**src/rtl/cbus_axi_bridge.sv**
```systemverilog
`default_nettype none
// ============================================================================
//  Module      : cbus_axi_bridge
//  Description : Single-outstanding cbus (creq/cresp) to AXI3 master bridge,
//                INCR/FIXED bursts of 1..16 beats, 32-bit data.
//  Revision    : 1.0 - initial release
// ============================================================================

package cbus_axi_bridge_pkg;

    typedef struct packed {
        logic        valid;
        logic        is_write;
        logic [2:0]  size;
        logic [31:0] addr;
        logic [3:0]  strobe;
        logic [31:0] data;
        logic [3:0]  len;
        logic [1:0]  burst;
    } cbus_req_t;

    typedef struct packed {
        logic        ready;
        logic        last;
        logic [31:0] data;
    } cbus_resp_t;

endpackage

module cbus_axi_bridge
    import cbus_axi_bridge_pkg::*;
#(
    parameter int ID_W   = 4,
    parameter int AXI_ID = 0
) (
    input  logic            clk,
    input  logic            reset,
    input  cbus_req_t       creq,
    output cbus_resp_t      cresp,
    output logic [ID_W-1:0] arid,
    output logic [31:0]     araddr,
    output logic [3:0]      arlen,
    output logic [2:0]      arsize,
    output logic [1:0]      arburst,
    output logic            arvalid,
    input  logic            arready,
    input  logic [ID_W-1:0] rid,
    input  logic [31:0]     rdata,
    input  logic [1:0]      rresp,
    input  logic            rlast,
    input  logic            rvalid,
    output logic            rready,
    output logic [ID_W-1:0] awid,
    output logic [31:0]     awaddr,
    output logic [3:0]      awlen,
    output logic [2:0]      awsize,
    output logic [1:0]      awburst,
    output logic            awvalid,
    input  logic            awready,
    output logic [ID_W-1:0] wid,
    output logic [31:0]     wdata,
    output logic [3:0]      wstrb,
    output logic            wlast,
    output logic            wvalid,
    input  logic            wready,
    input  logic [ID_W-1:0] bid,
    input  logic [1:0]      bresp,
    input  logic            bvalid,
    output logic            bready,
    output logic            bus_err
);

    localparam logic [2:0] c_ST_IDLE = 3'd0;
    localparam logic [2:0] c_ST_AR   = 3'd1;
    localparam logic [2:0] c_ST_R    = 3'd2;
    localparam logic [2:0] c_ST_AW   = 3'd3;
    localparam logic [2:0] c_ST_W    = 3'd4;
    localparam logic [2:0] c_ST_B    = 3'd5;

    logic [2:0]  r_state;
    logic [31:0] r_addr;
    logic [2:0]  r_size;
    logic [3:0]  r_len;
    logic [1:0]  r_burst;
    logic [3:0]  r_beat_cnt;

    logic        w_r_beat;
    logic        w_w_beat;
    logic        w_b_beat;
    logic        w_final_w;

    // Response IDs are never compared; only one transaction is ever in flight.
    logic        w_unused_ids;
    assign w_unused_ids = ^{rid, bid};

    always_ff @(posedge clk or posedge reset) begin
        if (reset) begin
            r_state    <= c_ST_IDLE;
            r_addr     <= '0;
            r_size     <= '0;
            r_len      <= '0;
            r_burst    <= '0;
            r_beat_cnt <= '0;
        end else begin
            case (r_state)
                c_ST_IDLE: begin
                    if (creq.valid) begin
                        r_addr  <= creq.addr;
                        r_size  <= creq.size;
                        r_len   <= creq.len;
                        r_burst <= creq.burst;
                        r_state <= creq.is_write ? c_ST_AW : c_ST_AR;
                    end
                end
                c_ST_AR: begin
                    if (arready) begin
                        r_beat_cnt <= '0;
                        r_state    <= c_ST_R;
                    end
                end
                c_ST_R: begin
                    if (w_r_beat && rlast) begin
                        r_state <= c_ST_IDLE;
                    end
                end
                c_ST_AW: begin
                    if (awready) begin
                        r_beat_cnt <= '0;
                        r_state    <= c_ST_W;
                    end
                end
                c_ST_W: begin
                    if (w_w_beat) begin
                        if (w_final_w) begin
                            r_state <= c_ST_B;
                        end else begin
                            r_beat_cnt <= r_beat_cnt + 4'd1;
                        end
                    end
                end
                c_ST_B: begin
                    if (bvalid) begin
                        r_state <= c_ST_IDLE;
                    end
                end
                default: r_state <= c_ST_IDLE;
            endcase
        end
    end

    // Handshake strobes are decoded from state so stray rvalid/bvalid are ignored.
    always_comb begin
        arvalid   = (r_state == c_ST_AR);
        awvalid   = (r_state == c_ST_AW);
        wvalid    = (r_state == c_ST_W);
        rready    = (r_state == c_ST_R);
        bready    = (r_state == c_ST_B);

        w_r_beat  = rready && rvalid;
        w_w_beat  = wvalid && wready;
        w_b_beat  = bready && bvalid;
        w_final_w = (r_beat_cnt == r_len);

        arid      = ID_W'(AXI_ID);
        araddr    = r_addr;
        arlen     = r_len;
        arsize    = r_size;
        arburst   = r_burst;

        awid      = ID_W'(AXI_ID);
        awaddr    = r_addr;
        awlen     = r_len;
        awsize    = r_size;
        awburst   = r_burst;

        wid       = ID_W'(AXI_ID);
        wdata     = creq.data;
        wstrb     = creq.strobe;
        wlast     = wvalid && w_final_w;

        // The last write beat is acknowledged from the B response, not from W.
        cresp       = '0;
        cresp.ready = w_r_beat || (w_w_beat && !w_final_w) || w_b_beat;
        cresp.last  = (w_r_beat && rlast) || w_b_beat;
        cresp.data  = w_r_beat ? rdata : 32'h0;

        bus_err   = (w_r_beat && (rresp != 2'b00)) || (w_b_beat && (bresp != 2'b00));
    end

endmodule

`default_nettype wire

```
**config.mk**
```make
export PLATFORM = sky130hd
export DESIGN_NAME = cbus_axi_bridge
export DESIGN_NICKNAME = d
export VERILOG_FILES = /design/src/rtl/cbus_axi_bridge.sv
export SDC_FILE = /design/constraint.sdc
export NUM_CORES = 1
export LEC_CHECK = 0
export BUFFER_PORTS_ARGS = -buffer_cell sky130_fd_sc_hd__clkbuf_2
export CAP_MARGIN = 25
export CELL_PAD_IN_SITES_DETAIL_PLACEMENT = 0
export CELL_PAD_IN_SITES_GLOBAL_PLACEMENT = 1
export CORE_AREA = 2 2 118 120
export CTS_BUF_LIST = sky130_fd_sc_hd__clkbuf_2 sky130_fd_sc_hd__clkbuf_4 sky130_fd_sc_hd__clkbuf_8
export DETAILED_ROUTE_END_ITERATION = 8
export DIE_AREA = 0 0 120 122
export PLACE_DENSITY = 0.73
export SYNTH_ARGS = -nofsm -noshare
export SYNTH_HDL_FRONTEND = slang
export SYNTH_SLANG_ARGS = --single-unit
```
**constraint.sdc**
```tcl
create_clock -name clk -period 4.8 [get_ports clk]
set_input_delay 0.72 -clock clk [delete_from_list [all_inputs] [get_ports clk]]
set_output_delay 0.72 -clock clk [all_outputs]
set_load 0.01 [all_outputs]
```
Word level (Yosys, flattened, before mapping)
Index checks and enable logic that the tools add are counted.

Bits in registers: 48. Bits of input ports: 131. Output and inout port bits: 171. Word-level logic and storage cells: 56.

Add/sub/neg operators: 1. Equal/unequal tests: 14. Mux-type cells: 15. Reduce and logical (&&, ||, !) cells: 20.

Operators with widths (count): 2-to-1 mux 32 bit (1); 2-to-1 mux 3 bit (7); one-hot mux 3 bit (6 select lines) (1); 2-to-1 mux 4 bit (4); one-hot mux 4 bit (3 select lines) (1); != test 2 x 1 -> 1 bit, second input constant (5); logical AND 1 bit (8); AND reduction 7 bit (1); == test 3 x 2 -> 1 bit, second input constant (2); == test 3 bit, second input constant (2); != test 2 bit, second input constant (3); AND reduction 5 bit (1); adder 4 x 1 -> 4 bit, second input constant (1); == test 4 bit (1); logical OR 1 bit (4); nonzero test 2 bit (2); == test 3 x 1 -> 1 bit, second input constant (1); zero test 3 bit (1); nonzero test 3 bit (1); 2-to-1 mux 2 bit (1); AND reduction 2 bit (1); zero test 1 bit (1).

Depth between registers and ports, before layout
Word-level depth: 5. Gate-level depth with buffers: 7. Mapped depth without buffers: 5.

Worst setup path after synthesis
Ideal clock, no wire load.

Path kind: input port to output port. Start point: in rvalid. End point: out bus_err. Arrival: 1.495 ns. Data required time: 4.080 ns. Slack: 2.585 ns. Stages on the path: 5. Path buffers: 2. Path through: and3_1 -> clkbuf_1 -> clkbuf_1 -> o21ai_0 -> o21ai_0.

Cells in the longest elaborated chain, start to end: 3.

Ends and longest elaborated chain: from (decl) (RTL line 51) `input logic rvalid,`; logical AND 1 bit (RTL line 159) `w_r_beat = rready && rvalid;`; logical AND 1 bit (RTL line 187) `bus_err = (w_r_beat && (rresp != 2'b00)) || (w_b_beat && (bresp != 2'b00));`; logical OR 1 bit (RTL line 187); to (decl) (RTL line 70) `output logic bus_err`.

Every way passes these cells.

Final worst setup path
Start point: reg r_state[2]. End point: out bus_err.

Cells in the longest elaborated chain, start to end: 4. Elaborated cells on any way between the ends: 7. Classes of those cells: eq/ne (2); reduce/logical (5).

Ends and longest elaborated chain: from (decl) (RTL line 80) `logic [2:0] r_state;`; from (signal assigned) (RTL line 98) `r_state <= c_ST_IDLE;`; from (signal assigned) (RTL line 112) `r_state <= creq.is_write ? c_ST_AW : c_ST_AR;`; from (signal assigned) (RTL line 118) `r_state <= c_ST_R;`; == test 3 x 2 -> 1 bit / == test 3 bit (equally long branches) (RTL line 156, 157); logical AND 1 bit, on equally long branches (RTL line 159, 161); logical AND 1 bit (RTL line 187); logical OR 1 bit * (RTL line 187).

Every way passes the cells marked *; elsewhere a longest branch is shown, timed or not.

==> flow_summary.toml <==
[placed_design]
gp_congestion = 0.7781
dpl.hpwl_mm = 6.147
io_buffers = 209

[logic_synthesis]
synthSimpleGateAreaFrac = 0.1279
synth_compound_area_frac = 0.03744
synthMuxAreaShare = 0.1666
ys.warnings.count = 0
avgSynthCellArea_sq_um = 10.70
synth_fa_ha_area_frac = 0.004207
yosys_register_bits = 48
yosysSeqAreaShare = 0.4039
synth_top_family_by_area = "buffers and inverters"
synth_cell_types = 36
synth_cells = 278
synthXorXnorAreaFrac = 0.01178
netlist_area_sq_um = 2974

[sta]
max_slew_margin = 0.4387
hold_ws_ns = 0.3992
finalHoldViolCount = 0
max_freq_mhz = 326.2
worst_pin_slew_ns = 0.8420
min_period_ns = 3.065
setup_viol = 0
clock-skew-final_ns = 0.01109
setup_tns_ns = 0
drv_slew = 0
rsz0062_at_grt = "false"
min_period_over_period = 0.6386

[job]
maxCapViolCount = 0

[pwr]
p_sw_uw = 893.3
intPower_mw = 1.336
ir_drop_mv = 0.1912
p_leak_nw = 1.980
power.density_nw_per_um2 = 600.1
combPwrFrac = 0.510
p_seq_frac = 0.353
sw_frac_of_total = 0.4007
p_clk_frac = 0.137

[final_layout]
syn2layout_area_growth_pct = 24.91
final_cell_mix = "clkbuf_2 (209), dfrtp_1 (48), mux2_2 (41)"
drive_gt1_frac = 0.6495
layout.cells.most_common = "clkbuf_2"
multi_input_area_sq_um = 1086
seq_area_sq_um = 1201
layout.nets = 539
fillers = 1428
diodes = 0

[floorplanning]
start_util = 0.2202
ios = 302
fp-row-count = 43
die_h_microns = 122
coreArea_sq_um = 13500
dieArea_sq_um = 14640
fp.dieW_microns = 120

[routing]
wire_per_inst_microns = 12.49
drt_iter0_drc = 85
ant_nets = 0
viasPerCell = 3.934
drc_errors = 0
dr.pass1.iters = 4
num_vias = 2313
drt-total-wl_mm = 7.343

[critical_path]
worst-path-max-fanout = 35
cp.required_ns = 4.08
critPathCaptureType = "output port"
rrSetupSlack_ns = 2.85
crit_start = "r_state[2]$_DFFE_PP0P_"
crit_type = "register to output port"
reg2reg_depth = 4
endpoint = "bus_err"
worst_r2r_endpoint = "araddr[0]$_DFFE_PP0P_"
critPathLaunchType = "register"
cp.arrival_ns = 2.35
reg2reg_from = "r_state[1]$_DFFE_PP0P_"

[run_status]
status = "complete, no violations"

[clock_tree]
cts_tree = "built"
clk_path_buf_depth = 2
cts_resized = 0
clock_latency_ns = 0.30
cts_setup_buffers = 0
cts_buffers = 5
ctsHoldBuffers = 0
path_clk_slew_ns = 0.10
cts_max_level = 2
cts.sinks = 48
cts_root_buf = "clkbuf_8"

[global_route]
grt_usage = 0.09572
grt_pass1_vias = 2137
grt_antenna_before_repair = 0
overflow = 0
grt_max_degree = 49
grt_pass1_wl_mm = 10.94

[hold_path]
hold_class = "primary input to asynchronous set/reset pin"
synthesized netlist by cell type, drive strengths merged:
master / instances / area share
or2: 1 / 0.0021
nor2: 8 / 0.010
nand2b: 3 / 0.0063
o32a: 1 / 0.0034
and2: 33 / 0.069
a221o: 1 / 0.0034
nand4bb: 1 / 0.0038
nand4b: 1 / 0.0029
a211o: 1 / 0.0029
mux2: 44 / 0.17
a22o: 1 / 0.0029
nand3: 2 / 0.0034
xnor2: 4 / 0.012
o31ai: 1 / 0.0025
or3b: 1 / 0.0038
o21ai: 4 / 0.0067
and3b: 1 / 0.0029
inv: 2 / 0.0025
conb: 1 / 0.0013
buf: 96 / 0.24
dfrtp: 48 / 0.40
a41oi: 3 / 0.011
nor2b: 2 / 0.0042
nor3: 2 / 0.0050
and3: 1 / 0.0021
a31oi: 2 / 0.0042
nand4: 2 / 0.0042
ha: 1 / 0.0042
nand2: 6 / 0.0076
clkbuf: 4 / 0.0050
worst max-delay path: stages, from the launching register on:
cell	delay, ns
dfrtp_1	0.51
nor2_1	0.21
and3_1	0.74
o21ai_0	0.27
o21ai_0	0.15
clkbuf_2	0.16
metal layers:
| layer | track usage | vias up | share of wire |
|---|---|---|---|
| li1 | - | 1076 | - |
| met1 | 0.09738 | 1038 | 0.34 |
| met2 | 0.1893 | 194 | 0.54 |
| met3 | 0.02809 | 5 | 0.11 |
| met4 | 0.02426 | 0 | 0.0087 |
| met5 | 0 | - | 0 |
sequential cells by signal (all words and copies together) (netlist names):
name / cells
r_beat_cnt: 4
arsize: 3
arburst: 2
r_state: 3
arlen: 4
araddr: 32
power groups by stage:
| stage | registers (mW) | logic, mW | clock network [mW] |
|---|---|---|---|
| 6_report | 0.788 | 1.14 | 0.306 |
| 3_5_place_dp | 0.801 | 1.16 | 0 |
| 4_1_cts | 0.792 | 1.16 | 0.327 |
| 2_1_floorplan | 0.832 | 0.874 | 0 |
| 3_3_place_gp | 0.782 | 1.16 | 0 |
| 5_1_grt | 0.825 | 1.25 | 0.342 |
how the worst min path moves through the flow:
stage	cells past startpoint	endpoint	from	slack, ns
6_report	2	araddr[25]$_DFFE_PP0P_	reset	0.40
5_1_grt	2	araddr[25]$_DFFE_PP0P_	reset	0.41
4_1_cts	1	r_beat_cnt[3]$_DFFE_PP0P_	r_beat_cnt[3]$_DFFE_PP0P_	0.52
3_5_place_dp	1	r_beat_cnt[3]$_DFFE_PP0P_	r_beat_cnt[3]$_DFFE_PP0P_	0.50
3_3_place_gp	1	arsize[1]$_DFFE_PP0P_	arsize[1]$_DFFE_PP0P_	0.50
2_1_floorplan	1	r_beat_cnt[3]$_DFFE_PP0P_	r_beat_cnt[3]$_DFFE_PP0P_	0.47
cell type report:
type,instances,area share
inverters,2,0.002021
clock inverters,2,0.01044
multi-input cells,139,0.2924
flip-flops and latches,48,0.3233
repair buffers,211,0.2890
well taps,180,0.06063
clock buffers,6,0.02223
logic make-up (layout without fill, tap and decap cells):
group	Yosys count	after routing
muxes	44	44
other	1	12
xor gates and xnor gates	4	4
and+or+nand+nor	64	64
buffers and inverters	102	221
DFF	48	48
AOI/OAI and AO/OA	14	14
adders and majority gates	1	1
through the flow:
stage	area, sq um	setup WS [ns]	utilization	instances	power, mW
after CTS	3695	1.656	0.2736	587	2.278
after global routing	3715	1.400	0.2751	588	2.415
after detailed placement	3573	1.920	0.2646	579	1.958
after global placement	3573	2.014	0.2646	579	1.941
final	3715	1.735	0.2751	588	2.229
after floorplan	3015	2.585	-	289	1.706
(Power assumes the default switching activity.)
